$ cat src/rtl/ibex_pkg.sv
// ibex_pkg: shared types for the vector store engine.
//   vsew_e      - element width encodings (8/16/32 bit)
//   vlmul_e     - register group multiplier encodings (1/2/4)
//   vst_state_e - store engine FSM states
//   vst_legal() - legality check applied to a start request
package ibex_pkg;

    localparam int unsigned VLEN = 32;

    typedef enum logic [2:0] {
        VSEW_8  = 3'b000,
        VSEW_16 = 3'b001,
        VSEW_32 = 3'b010
    } vsew_e;

    typedef enum logic [2:0] {
        VLMUL_1 = 3'b000,
        VLMUL_2 = 3'b001,
        VLMUL_4 = 3'b010
    } vlmul_e;

    typedef enum logic [2:0] {
        VST_IDLE,
        VST_FETCH,
        VST_REQ,
        VST_WAIT,
        VST_DONE
    } vst_state_e;

    // Encodings in range, vs3 aligned to the group size, vl fits the group,
    // base word aligned.
    function automatic logic vst_legal(input logic [2:0] vsew,
                                       input logic [2:0] vlmul,
                                       input logic [4:0] vs3,
                                       input logic [4:0] vl,
                                       input logic [1:0] base_lo);
        logic [4:0] lmul;
        logic [5:0] max_vl;
        if (vsew > VSEW_32 || vlmul > VLMUL_4) return 1'b0;
        lmul   = 5'd1 << vlmul;
        max_vl = (6'd4 >> vsew) << vlmul;
        if ((vs3 & (lmul - 5'd1)) != 5'd0) return 1'b0;
        if ({1'b0, vl} > max_vl) return 1'b0;
        if (base_lo != 2'b00) return 1'b0;
        return 1'b1;
    endfunction

endpackage

$ cat src/rtl/ibex_vector_store_be.sv
// ibex_vector_store_be: byte enables and last-word flag for word k of a
// store of bytes_i bytes.
//   bytes_i  total byte count of the store (vl * SEW/8)
//   k_i      word index within the store
//   be_o     byte enables for word k
//   last_o   word k is the final word of the store
module ibex_vector_store_be
    import ibex_pkg::*;
(
    input  logic [6:0] bytes_i,
    input  logic [1:0] k_i,
    output logic [3:0] be_o,
    output logic       last_o
);

    logic [6:0] rem;

    assign rem    = bytes_i - {3'b000, k_i, 2'b00};
    // A partial word only ever holds 1..3 bytes, so the low two bits suffice.
    assign be_o   = (rem >= 7'd4) ? 4'b1111 : ((4'b0001 << rem[1:0]) - 4'b0001);
    assign last_o = (rem <= 7'd4);

endmodule

$ cat src/rtl/ibex_vector_store_unit.sv
// ibex_vector_store_unit: unit-stride vector store engine. Reads a register
// group one VLEN register per cycle of FETCH and writes each register as one
// 32-bit word on the data-memory port, one request outstanding at a time.
//   clk_i, rst_ni                       clock, async active-low reset
//   start_i, base_addr_i, vs3_i,
//   vsew_i, vlmul_i, vl_i               operation request (taken in IDLE)
//   vreg_raddr_o / vreg_rdata_i         register-file read port
//   data_req_o, data_we_o, data_addr_o,
//   data_be_o, data_wdata_o             memory request (all registered)
//   data_gnt_i, data_rvalid_i,
//   data_err_i                          memory handshake/response
//   busy_o, done_o, err_o               status
module ibex_vector_store_unit
    import ibex_pkg::*;
(
    input  logic            clk_i,
    input  logic            rst_ni,
    input  logic            start_i,
    input  logic [31:0]     base_addr_i,
    input  logic [4:0]      vs3_i,
    input  logic [2:0]      vsew_i,
    input  logic [2:0]      vlmul_i,
    input  logic [4:0]      vl_i,
    output logic [4:0]      vreg_raddr_o,
    input  logic [VLEN-1:0] vreg_rdata_i,
    output logic            data_req_o,
    output logic            data_we_o,
    input  logic            data_gnt_i,
    input  logic            data_rvalid_i,
    input  logic            data_err_i,
    output logic [31:0]     data_addr_o,
    output logic [3:0]      data_be_o,
    output logic [31:0]     data_wdata_o,
    output logic            busy_o,
    output logic            done_o,
    output logic            err_o
);

    vst_state_e  state_q, state_d;
    logic [31:0] base_q;
    logic [4:0]  vs3_q;
    logic [6:0]  bytes_q;
    logic [1:0]  k_q;
    logic [31:0] addr_q;
    logic [3:0]  be_q;
    logic [31:0] wdata_q;
    logic        err_q;

    logic        legal;
    logic [3:0]  be_w;
    logic        last_w;

    assign legal = vst_legal(vsew_i, vlmul_i, vs3_i, vl_i, base_addr_i[1:0]);

    ibex_vector_store_be u_be (
        .bytes_i (bytes_q),
        .k_i     (k_q),
        .be_o    (be_w),
        .last_o  (last_w)
    );

    always_comb begin
        state_d = state_q;
        case (state_q)
            VST_IDLE: begin
                if (start_i) begin
                    // Illegal and empty requests finish without memory traffic.
                    state_d = (!legal || vl_i == 5'd0) ? VST_DONE : VST_FETCH;
                end
            end
            VST_FETCH: state_d = VST_REQ;
            VST_REQ:   if (data_gnt_i) state_d = VST_WAIT;
            VST_WAIT: begin
                if (data_rvalid_i) begin
                    state_d = (data_err_i || last_w) ? VST_DONE : VST_FETCH;
                end
            end
            VST_DONE:  state_d = VST_IDLE;
            default:   state_d = VST_IDLE;
        endcase
    end

    always_ff @(posedge clk_i or negedge rst_ni) begin
        if (!rst_ni) begin
            state_q <= VST_IDLE;
        end else begin
            state_q <= state_d;
        end
    end

    always_ff @(posedge clk_i or negedge rst_ni) begin
        if (!rst_ni) begin
            base_q  <= '0;
            vs3_q   <= '0;
            bytes_q <= '0;
            k_q     <= '0;
            addr_q  <= '0;
            be_q    <= '0;
            wdata_q <= '0;
            err_q   <= 1'b0;
        end else begin
            case (state_q)
                VST_IDLE: begin
                    if (start_i) begin
                        base_q  <= base_addr_i;
                        vs3_q   <= vs3_i;
                        // Shift by SEW encoding: 8b->x1, 16b->x2, 32b->x4.
                        bytes_q <= {2'b00, vl_i} << vsew_i[1:0];
                        k_q     <= '0;
                        err_q   <= ~legal;
                    end
                end
                VST_FETCH: begin
                    wdata_q <= vreg_rdata_i;
                    addr_q  <= base_q + {28'd0, k_q, 2'b00};
                    be_q    <= be_w;
                end
                VST_WAIT: begin
                    if (data_rvalid_i) begin
                        if (data_err_i) err_q <= 1'b1;
                        else if (!last_w) k_q <= k_q + 2'd1;
                    end
                end
                default: ;
            endcase
        end
    end

    // vs3_q and k_q are zero out of reset, so the read address resets to 0.
    assign vreg_raddr_o = vs3_q + {3'b000, k_q};
    assign data_req_o   = (state_q == VST_REQ);
    assign data_we_o    = (state_q == VST_REQ);
    assign data_addr_o  = addr_q;
    assign data_be_o    = be_q;
    assign data_wdata_o = wdata_q;
    assign busy_o       = (state_q != VST_IDLE);
    assign done_o       = (state_q == VST_DONE);
    assign err_o        = err_q;

endmodule

$ cat config.mk
export PLATFORM = sky130hd
export DESIGN_NAME = ibex_vector_store_unit
export DESIGN_NICKNAME = d
export VERILOG_FILES = /design/src/rtl/ibex_pkg.sv /design/src/rtl/ibex_vector_store_be.sv /design/src/rtl/ibex_vector_store_unit.sv
export SDC_FILE = /design/constraint.sdc
export NUM_CORES = 1
export LEC_CHECK = 0
export CORE_ASPECT_RATIO = 0.9
export CORE_MARGIN = 5
export CORE_UTILIZATION = 41
export DETAILED_ROUTE_END_ITERATION = 10
export HOLD_SLACK_MARGIN = 0.08
export PLACE_DENSITY = 0.79
export SYNTH_ARGS = -nofsm -noshare
export SYNTH_HDL_FRONTEND = slang
export SYNTH_SLANG_ARGS = --single-unit
$ cat constraint.sdc
create_clock -name clk_i -period 3.3 [get_ports clk_i]
set_input_delay 0.33 -clock clk_i [delete_from_list [all_inputs] [get_ports clk_i]]
set_output_delay 0.33 -clock clk_i [all_outputs]
set_load 0.005 [all_outputs]
==> flow_summary_export.csv, run 1 <==
group,metric,value,unit
sta,period_needed,2.81,ns
detailed_routing,drt_iter0_drc,239,
grt,antenna_found_initial,0,
synthesis,synth_area,5690,sq um
critical_path,arrival,2.48,ns
status,outcome,"completed",
detailed_routing,vias_per_cell,4.95,
grt,met2_usage,29.1,%
grt,grt_use_met1,25.8,%
clocking,cts_tree,"done",
grt,grt_pass1_vias,4833,
sta,rsz0062_at_grt,"false",
floorplanning,start_util,42.2,%
place,hpwl,10700,microns
critical_path,crit_path_start_kind,"flop",
layout,drive_above_1_share,6.50,%
synthesis,synth_warnings,0,
layout,fill_cells,1176,
clocking,clockBufferDepth,2,
synthesis,yosysTopAreaCell,"dfrtp_1",
place,io_buffers,163,
detailed_routing,post_drt_wl_per_cell,14.9,microns
layout,multiInputGateArea,2570,sq um
critical_path,crit_family,"buffers and inverters",
synthesis,netlist.area_leader.share,51.9,%
sta,finalClockSkew,0.00538,ns
clocking,cts.clk_slew.worst_paths,0.05,ns
critical_path,cp_slowest_cell,"clkdlybuf4s50_1",
sta,tns,0,ns
power,powerDensity,878,nW/um^2
layout,syn_to_final_growth,41.7,%
floorplanning,num_rows,40,
synthesis,async_reset_ff_share,100,%
synthesis,synth_commonest_cells,"nand2_1, dfrtp_1, o21ai_0",
critical_path,crit_path_end_kind,"output pin",
floorplanning,die_w,134,microns
detailed_routing,drc,0,
synthesis,syn_avg_cell_area,8.87,sq um
grt,met3_usage,6.03,%
floorplanning,ios,164,
sta,slew_headroom,41.2,%
floorplanning,fp.dieArea,16300,sq um
layout,n_antenna_cell,0,
clocking,cts_sinks,118,
sta,worst_slack,0.488,ns
clocking,cts_resized,0,
layout,seq_area,2950,sq um
sta,hold_violations,0,
synthesis,syn_nets,741,
synthesis,synth_ff_type,"dfrtp_1",
detailed_routing,vias,4862,
place,preCtsSetupSlack,0.549,ns
synthesis,synth-seq-cells,118,
floorplanning,die_y,122,microns
sta,setup_viol_count_final,0,
layout,finalNetCount,903,
floorplanning,coreArea,13500,sq um
critical_path,path_class,"reg -> out",
grt,grt_overflow,0,
detailed_routing,drt_pre_antenna_iters,5,
grt,grt-busiest-layer,"met2",
synthesis,synth-edff-count,0,
synthesis,synthDistinctLibCells,56,
synthesis,yosysSeqAreaShare,51.9,%
sta,drv_slew,0,
sta,worst_pin_slew,0.878,ns
critical_path,cp.required,2.97,ns
power,peakVddDrop,0.536,mV
critical_path,worstPathMaxFanout,6,
power,power,7070,uW
synthesis,synth.most_common_cell,"nand2_1",
critical_path,max_stage_delay,0.53,ns
clocking,cts_buffers,17,
clocking,cts_root_buf,"clkbuf_16",
sta,fmax,0.356,GHz
detailed_routing,drtAntennaViolNets,0,
grt,grt_max_degree,61,
grt,track_usage,19.0,%
power,leakage,0.00368,uW
synthesis,synthTopCellsByArea,"dfrtp_1, nand2_1, xor2_1",
detailed_routing,routed_wl,14600,microns
min_path,hp-class,"in -> reg",
critical_path,critical_path.cell_chain,"inv_1 > fa_1 > nand3b_1 > xnor2_1 > clkdlybuf4s50_1",
clocking,htreeDepth,4,
job,drv_cap,0,
synthesis,netlist_instances,641,
place,place.gp.congestion,0.794,
sta,finalCritPeriodShare,85.2,%
critical_path,cp_num_buf_inv,2,
clocking,clkLatencyLatePin,0.42,ns
grt,grt_pass1_wl,24600,microns
[stage by stage]
stage | std cells | cell area (sq um) | utilization, % | hold slack, ns
5_1_grt | 983 | 8060 | 59.9 | 0.425
2_1_floorplan | 641 | 5690 | - | 0.0344
6_report | 983 | 8060 | 59.9 | 0.437
4_1_cts | 983 | 8060 | 59.9 | 0.419
3_3_place_gp | 951 | 7480 | 55.6 | 0.444
3_5_place_dp | 951 | 7480 | 55.6 | 0.454
[metal layers]
metal	share of wire, %	vias up
li1	-	2432
met1	47	2247
met2	45	165
met3	6.7	18
met4	1.4	0
met5	0	-
[worst reg2reg max path, cell delays in order, from the launching register on]
cell and delay (ns):
dfrtp_1 0.50, inv_1 0.21, ha_1 0.30, nor2b_1 0.13, or3_1 0.30, a31oi_1 0.42
o21ai_0 0.18, a32o_1 0.26
[kinds of logic after synthesis]
family                   Yosys count  share of synthesized area (%)
flip-flops                       118                           51.9
XOR/XNOR                          32                           4.93
AND/OR/NAND/NOR                  354                           27.3
multiplexers                       7                           1.30
buffers and inverters             42                           3.10
AO/OA/AOI/OAI                     74                           7.94
adder cells (fa/ha/maj)           14                           3.48
[state kept, by name, summed over array words and instances (netlist names), 2 cells and up]
signal / cells
base_q: 32
data_addr_o: 32
data_wdata_o: 32
bytes_q: 7
vs3_q: 5
data_be_o: 4
state_q: 3
k_q: 2
[final cells by class]
cell class              count  area share, %
flip-flops and latches    118           36.6
multi-input cells         481           31.8
repair buffers            173           21.3
well taps                 168           2.61
inverters                  12          0.559
clock buffers              22           5.76
clock inverters             9           1.27
[final timing paths]
path | cells past startpoint | from | slack (ns) | end
worst max-delay path | 5 | k_q[1] | 0.49 | vreg_raddr_o[4]
worst min-delay path | 3 | vs3_i[3] | 0.44 | vs3_q[3]
worst max register to register | 7 | k_q[1] | 0.89 | state_q[2]
worst min register to register | 2 | data_wdata_o[12] | 0.47 | data_wdata_o[12]
max in group asynchronous | 3 | rst_ni | 1.97 | state_q[0]
min in group asynchronous | 2 | rst_ni | 0.53 | data_addr_o[11]
[what timing repair did]
item | 4_1_cts | 5_1_grt
setup endpoints to repair | 0 | 0
hold buffers | 1 | 0
endpoints found under the hold margin | 58 | 0
buffers inserted | 0 | 0
[power by group]
part | switching [uW] | leakage (uW) | internal (uW) | total (uW)
Combinational | 1240 | 0.00194 | 1430 | 2670
Clock | 624 | 0.000272 | 1140 | 1760
Sequential | 533 | 0.00147 | 2110 | 2640
Total | 2400 | 0.00368 | 4680 | 7070
[placed cells by master, fill, tap and decap left out, drive strengths merged, types with 6 or more instances in the layout]
cell           instances
dfrtp                118
clkdlybuf4s50        162
nor2                  14
xor2                  24
inv                   12
xnor2                  8
buf                   10
clkbuf                22
nand4                 13
o21ai                 44
ha                    11
a21oi                  6
and2                   6
nand2                265
nand3                 16
nor2b                  8
No activity file was read; power rests on OpenSTA's default activity.
==> run 2: changes to the inputs <==
--- a/config.mk
+++ b/config.mk
@@ -8,6 +8,7 @@
 export CORE_ASPECT_RATIO = 0.9
 export CORE_MARGIN = 5
 export CORE_UTILIZATION = 41
+export CTS_CLUSTER_SIZE = 28
 export DETAILED_ROUTE_END_ITERATION = 10
 export HOLD_SLACK_MARGIN = 0.08
 export PLACE_DENSITY = 0.79
==> results of run 2 <==
Final layout, timing and power as in run 1 (identical DEF).
==> run 3: changes to the inputs <==
--- a/config.mk
+++ b/config.mk
@@ -5,10 +5,10 @@
 export SDC_FILE = /design/constraint.sdc
 export NUM_CORES = 1
 export LEC_CHECK = 0
+export CAP_MARGIN = 20
 export CORE_ASPECT_RATIO = 0.9
-export CORE_MARGIN = 5
 export CORE_UTILIZATION = 41
-export CTS_CLUSTER_SIZE = 28
+export CTS_CLUSTER_SIZE = 20
 export DETAILED_ROUTE_END_ITERATION = 10
 export HOLD_SLACK_MARGIN = 0.08
 export PLACE_DENSITY = 0.79
==> run 3 against run 2 <==
- utilization is 0.28 points lower
- via count is 0.45% lower
- cell count increased by 0.10%
- global-route usage grew 1.1 points
- critical path depth up 1
- sequential cell count is the same
- final area fell by 0.47%
- non-clock buffer count unchanged
- maximum frequency increased by 0.30%
- sequential share of layout area rose by 0.17 points
- critical path type unchanged
- largest power group unchanged
==> flow_summary_export.csv, run 3 (synthesis results as in run 1) <==
group,metric,value,unit
power,power_frac_seq,38.0,%
floorplanning,die_w,126,microns
sta,drv_slew,0,
sta,hold_violations,0,
floorplanning,coreArea,13500,sq um
sta,period_needed,2.80,ns
clocking,clockBufferDepth,2,
detailed_routing,vias_per_cell,4.92,
sta,fmax,0.357,GHz
power,p_int,4540,uW
floorplanning,fp.dieArea,14300,sq um
sta,finalCritPeriodShare,84.9,%
grt,grt_pass1_wl,22300,microns
power,leakage,0.00367,uW
layout,syn_to_final_growth,41.0,%
power,p_comb_share,38.6,%
sta,finalClockSkew,0.00554,ns
clocking,cts_buffers,17,
critical_path,crit_path_end_kind,"output pin",
place,place.gp.congestion,0.784,
clocking,cts.clk_slew.worst_paths,0.05,ns
clocking,cts_resized,0,
critical_path,worstPathMaxFanout,6,
clocking,cts_tree,"done",
place,hpwl,9710,microns
status,outcome,"completed",
grt,track_usage,20.0,%
layout,n_antenna_cell,0,
layout,drive_above_1_share,6.50,%
sta,hold_slack,0.446,ns
grt,grt_max_degree,94,
floorplanning,die_y,114,microns
layout,final_cell_mix,"nand2_1, clkdlybuf4s50_1, dfrtp_1, o21ai_0, xor2_1",
critical_path,arrival,2.47,ns
power,power.switching,2390,uW
power,swShare,34.5,%
critical_path,crit_path_start_kind,"flop",
detailed_routing,vias,4840,
detailed_routing,post_drt_wl_per_cell,13.9,microns
layout,finalNetCount,903,
layout,fill_cells,1123,
sta,tns,0,ns
critical_path,path_class,"reg -> out",
layout,mostFrequentLayoutCell,"nand2_1",
clocking,htreeDepth,4,
grt,antenna_found_initial,0,
power,clkPwrFrac,23.4,%
sta,rsz0062_at_grt,"false",
job,drv_cap,0,
detailed_routing,drtAntennaViolNets,0,
clocking,clkLatencyLatePin,0.41,ns
power,powerDensity,864,nW/um^2
sta,worst_pin_slew,0.851,ns
floorplanning,start_util,42.2,%
power,power,6930,uW
critical_path,cp.required,2.97,ns
detailed_routing,drt_pre_antenna_iters,4,
detailed_routing,routed_wl,13700,microns
grt,grt_pass1_vias,4444,
power,peakVddDrop,0.405,mV
floorplanning,num_rows,40,
place,io_buffers,163,
min_path,hp-class,"in -> reg",
clocking,cts_sinks,118,
detailed_routing,drt_iter0_drc,315,
grt,grt_overflow,0,
sta,slew_headroom,43.0,%
floorplanning,ios,164,
sta,setup_viol_count_final,0,
clocking,cts_root_buf,"clkbuf_16",
detailed_routing,drc,0,
-- run 3: cell count changes in the layout (fill, tap and decap cells not counted), sizes merged --
cell      change
clkinv        +3
bufinv        -2
clkbuf        +1
clkinvlp      -1
-- run 3: power groups by stage --
| stage | registers, uW | logic (uW) | clock network (uW) |
|---|---|---|---|
| CTS | 2640 | 2690 | 1650 |
| global placement | 2620 | 2600 | 0 |
| detailed placement | 2660 | 2660 | 0 |
| floorplan | 2580 | 1320 | 0 |
| finish | 2640 | 2670 | 1620 |
| global route | 2720 | 3010 | 1720 |
-- run 3: timing repair --
item / 4_1_cts / 5_1_grt
hold buffers: 1 / 0
endpoints found under the setup margin: 0 / 0
hold endpoints to repair: 55 / 0
setup buffers: 0 / 0
-- run 3: final timing paths --
kind	start	endpoint	slack, ns	cells past startpoint
min in group asynchronous	rst_ni	data_wdata_o[9]	0.53	2
max reg2reg	k_q[1]	state_q[2]	0.90	7
max	k_q[0]	vreg_raddr_o[4]	0.50	6
max in group asynchronous	rst_ni	data_addr_o[23]	1.80	3
min reg2reg	data_wdata_o[2]	data_wdata_o[2]	0.47	2
min	vreg_rdata_i[23]	data_wdata_o[23]	0.45	3
-- run 3: layout make-up --
class	instances	area, sq um	area share (%)
clock buffer	23	468	5.83
timing repair buffer	173	1730	21.5
multi-input combinational	481	2570	32.0
sequential	118	2950	36.8
inverter	12	45.0	0.561
tap	168	210	2.62
clock inverter	9	53.8	0.671
-- run 3: metal layers --
metal | wire, microns | global-route usage [%]
met3 | 817 | 5.44
met4 | 184 | 6.27
met2 | 6160 | 31.3
met1 | 6550 | 27.2
met5 | 0 | 0
-- run 3: through the flow --
stage                     worst slack (ns)  instances  area, sq um  utilization (%)
after floorplan                       1.06        641         5690                -
after global placement               0.604        950         7460             55.4
after detailed placement             0.542        950         7460             55.4
after CTS                            0.481        983         8000             59.4
after global routing                 0.373        984         8020             59.6
final                                0.497        984         8020             59.6
-- run 3: critical path, cell delays in order (launching register included) --
cell             delay, ns
dfrtp_1               0.48
ha_1                  0.23
inv_1                 0.06
fa_1                  0.39
nand3b_1              0.19
xnor2_1               0.18
clkdlybuf4s50_1       0.53
==> RTL change 1, RTL diff (settings of run 2) <==
Re-encode `vst_state_e` (5 states) as Gray code, 3 bits wide.
--- a/src/rtl/ibex_pkg.sv
+++ b/src/rtl/ibex_pkg.sv
@@ -22,7 +22,7 @@
     typedef enum logic [2:0] {
-        VST_IDLE,
-        VST_FETCH,
-        VST_REQ,
-        VST_WAIT,
-        VST_DONE
+        VST_IDLE  = 3'b000,
+        VST_FETCH = 3'b001,
+        VST_REQ   = 3'b011,
+        VST_WAIT  = 3'b010,
+        VST_DONE  = 3'b110
     } vst_state_e;
Check against the original RTL: same outputs for any inputs over 10 cycles, from zero or initial values and one cycle with rst_ni low; not proved beyond that.
==> RTL change 1 against run 2 <==
Wire length down 2.4%; largest cell class unchanged; sequential cell count unchanged; cell count up 0.10%; final area down 0.56%; utilization down 0.56 points; total power down 0.56%; synthesized area up 0.20%; worst setup slack worse by 0.015 ns.
==> RTL change 1: results (changes against run 2) <==
| Metric | Value |
|---|---|
| Area share of fa/ha/maj cells after synthesis | `3.469% (-0.0069 points)` |
| Syn Area/Cell | `8.768 um^2 (-1.2%)` |
| Hold Path Class | `input pin to async pin` |
| Post-layout util | `59.31% (-0.56 points)` |
| Worst R2R Start | `k_q[0]` |
| Sequential power | `2.65 mW (about the same)` |
| Hold WS | `0.3969 ns (-0.04048 ns)` |
| Layout cell share with drive strength beyond 1 | `6.127% (-0.38 points)` |
| DR vias/cell | `4.897 (-0.99%)` |
| Clock Latency Late Sink | `0.40 ns (-0.02 ns)` |
| Net load switching power | `2.416 mW (+0.79%)` |
| Largest net degree at the start of global routing | `95 (+56%)` |
| Mux contribution to synthesized area | `0.9001% (-0.40 points)` |
| Post-synthesis compound-gate area fraction | `7.662% (-0.28 points)` |
| Least-Margin Pin Slew | `0.9317 ns (+0.05390 ns)` |
| Setup Skew | `0.006829 ns (+0.001451 ns)` |
| Vias in the first global route | `4642 (-4.0%)` |
| FF-to-FF setup slack | `0.66 ns (-0.23 ns)` |
| Gr usage total | `17.99% (-0.97 points)` |
| Placed Cells incl. Taps | `953 (+0.21%)` |
| Logic power comb | `2.77 mW (+4%)` |
| Fillers | `1204 (+2.4%)` |
| First-pass GRT wire length | `23390 um (-4.8%)` |
| DR pass1 iterations | `4 (-1)` |
| Placement Cell Area | `7480 um^2 (about the same)` |
| Synth Area in XOR/XNOR | `4.764% (-0.16 points)` |
| Worst slack, placed | `0.2907 ns (-0.2587 ns)` |
| Leakage | `3.676 nW (about the same)` |
| Layout net count | `905 (+0.22%)` |
| Dpl hpwl | `10130 um (-5.7%)` |
| Run status | `completed` |
| Synth cell count leaders | `nand2_1 (269), dfrtp_1 (118), o21ai_0 (39)` |
| Reg-to-reg endpoint | `data_addr_o[26]` |
-- RTL change 1: cell count changes in the layout (fill, tap and decap cells not counted), sizes merged, moves of 4 or more --
cell,delta
o21ai,-4
a21oi,+5
nand2,+4
nand2b,+4
and4,+4
nand4,-4
-- RTL change 1: worst max-delay path: cells and delay by family, from the launching register on --
family                     cells  cell delay [ns]
adders and majority gates      2             0.65
xor gates and xnor gates       1             0.17
buffers and inverters          2             0.59
DFF                            1             0.49
and+or+nand+nor                1             0.20
-- RTL change 1: how the worst max path moves through the flow --
| stage | startpoint | end | slack [ns] |
|---|---|---|---|
| 2_1_floorplan | k_q[0] | k_q[1] | 0.94 |
| 3_3_place_gp | vsew_i[0] | state_q[1] | 0.41 |
| 3_5_place_dp | vsew_i[0] | state_q[2] | 0.29 |
| 4_1_cts | k_q[0] | vreg_raddr_o[4] | 0.44 |
| 5_1_grt | k_q[0] | vreg_raddr_o[4] | 0.25 |
| 6_report | k_q[0] | vreg_raddr_o[4] | 0.47 |
-- RTL change 1: per-layer routing --
layer	GRT usage [%]	part of all wire [%]	up-vias
met5	0	0	-
met4	6.107	1.6	0
met3	5.409	6.2	18
li1	-	-	2438
met1	23.90	47	2214
met2	28.23	45	149
-- RTL change 1: final cells by class --
cell class | instances | area, um^2 | area share [%]
multi-input combinational | 487 | 2589 | 32.30
timing repair buffer | 170 | 1697 | 21.17
inverter | 11 | 41.29 | 0.5151
tap | 168 | 210.2 | 2.623
clock buffer | 21 | 470.5 | 5.869
sequential | 118 | 2953 | 36.84
clock inverter | 9 | 55.05 | 0.6869
==> RTL change 2, RTL diff (settings of run 2) <==
Made on the original files. Make the reset (`rst_ni`) synchronous in 2 clocked blocks. Comments in the files are not updated.
--- a/src/rtl/ibex_vector_store_unit.sv
+++ b/src/rtl/ibex_vector_store_unit.sv
@@ -82,3 +82,3 @@
 
-    always_ff @(posedge clk_i or negedge rst_ni) begin
+    always_ff @(posedge clk_i) begin
         if (!rst_ni) begin
@@ -90,3 +90,3 @@
 
-    always_ff @(posedge clk_i or negedge rst_ni) begin
+    always_ff @(posedge clk_i) begin
         if (!rst_ni) begin
Behaviour: differs if rst_ni is asserted again (counterexample within 4 cycles, from zero or initial values and one cycle with rst_ni low); with rst_ni held inactive, the same outputs for 10 cycles.
==> RTL change 2 against run 2 <==
Global-route usage increased by 0.16 points; final area decreased by 5.4%; largest cell class is now multi-input combinational cells; synthesized area decreased by 7.3%; die area decreased by 6.7%; sequential cell count unchanged; non-clock buffer count unchanged; cell count increased by 0.51%; register-to-register slack improved by 0.09 ns; worst setup slack improved by 0.089 ns; wire length increased by 0.86%; critical endpoint unchanged.
Power is not compared: it rests on default switching activity, and its combinational part moved more than twofold at a synthesized area within 25%.
==> RTL change 2: results (changes against run 2) <==
| Metric | Value |
|---|---|
| Met3 Use GR | `5.399% (-0.63 points)` |
| Layout net count | `911 (+0.89%)` |
| Async SR Flop Fraction | `0% (-100 points)` |
| Placer Congestion | `0.8326 (+4.9%)` |
| Largest net degree at the start of global routing | `51 (-16%)` |
| Syn_nets | `763 (+3.0%)` |
| Setup Skew | `0.009678 ns (+0.004300 ns)` |
| Register area share after synthesis | `44.80% (-7.1 points)` |
| GR Util met1 | `26.14% (+0.34 points)` |
| DR WL/cell | `14.92 um (+0.34%)` |
| DRT met1 WL | `7119 um (+3.2%)` |
| Yosys cell types | `52 (-7.1%)` |
| Layout cell share with drive strength beyond 1 | `6.432% (-0.071 points)` |
| First-pass GRT wire length | `23340 um (-5.0%)` |
| Worst setup startpoint | `k_q[0]` |
| Met2 WL | `6381 um (-2.3%)` |
| M2 GR Usage | `28.63% (-0.45 points)` |
| Placed Cells incl. Taps | `956 (+0.53%)` |
| Vias in the first global route | `4732 (-2.1%)` |
| Met3 wire len | `1088 um (+11%)` |
| Synth top area cells | `dfxtp_1 (45%), nand2_1 (12%), a21oi_1 (10%)` |
| DRT Wirelength | `14740 um (+0.86%)` |
| Dpl hpwl | `10250 um (-4.6%)` |
| Fillers | `1116 (-5.1%)` |
| Vias | `5079 (+4.5%)` |
| Run status | `completed` |
| Synth cell count leaders | `nand2_1 (170), dfxtp_1 (118), a21oi_1 (105)` |
[RTL change 2: cell count changes after synthesis, sizes merged, moves of 5 or more]
cell	delta
o21ai	-17
dfrtp	-118
nor2	+11
a211oi	+8
a21oi	+99
xor2	-8
dfxtp	+118
clkbuf	+11
xnor2	+7
nor4	+5
nand2	-95
[RTL change 2: area by class of cell]
cell class              instances  area share, %
flip-flops and latches        118          30.98
repair buffers                173          22.38
multi-input cells             487          35.26
inverters                      14         0.6891
clock buffers                  23          6.399
well taps                     164          2.691
clock inverters                 9          1.608
[RTL change 2: kinds of logic (layout without fill, tap and decap cells)]
kind of cell             Yosys count  count (layout)  synth area share [%]
XOR/XNOR                          31              31                 5.149
AND/OR/NAND/NOR                  271             271                 23.37
multiplexers                       5               5                0.9967
buffers and inverters             58             219                 4.319
adder cells (fa/ha/maj)           14              14                 3.749
flip-flops                       118             118                 44.80
AO/OA/AOI/OAI                    166             166                 17.61
[RTL change 2: power breakdown]
group	leakage [nW]	switching, mW	internal [mW]
logic	1.44	0.154	0.175
registers	0.958	0.0425	1.47
clock network	0.303	0.623	1.26
total	2.70	0.819	2.90
[RTL change 2: per-stage QoR]
stage          setup slack (ns)  cell area [um^2]
6_report                 0.5772              7626
5_1_grt                  0.4734              7626
4_1_cts                  0.5551              7626
3_5_place_dp             0.5326              7015
3_3_place_gp             0.5629              7015
2_1_floorplan             1.017              5273
[RTL change 2: final timing paths]
path                          end  slack [ns]  depth (start not counted)
setup / recovery  vreg_raddr_o[4]        0.58                          6
hold / removal    data_wdata_o[4]        0.45                          2
hold reg to reg   data_wdata_o[4]        0.45                          2
setup reg to reg  data_addr_o[26]        0.98                          9
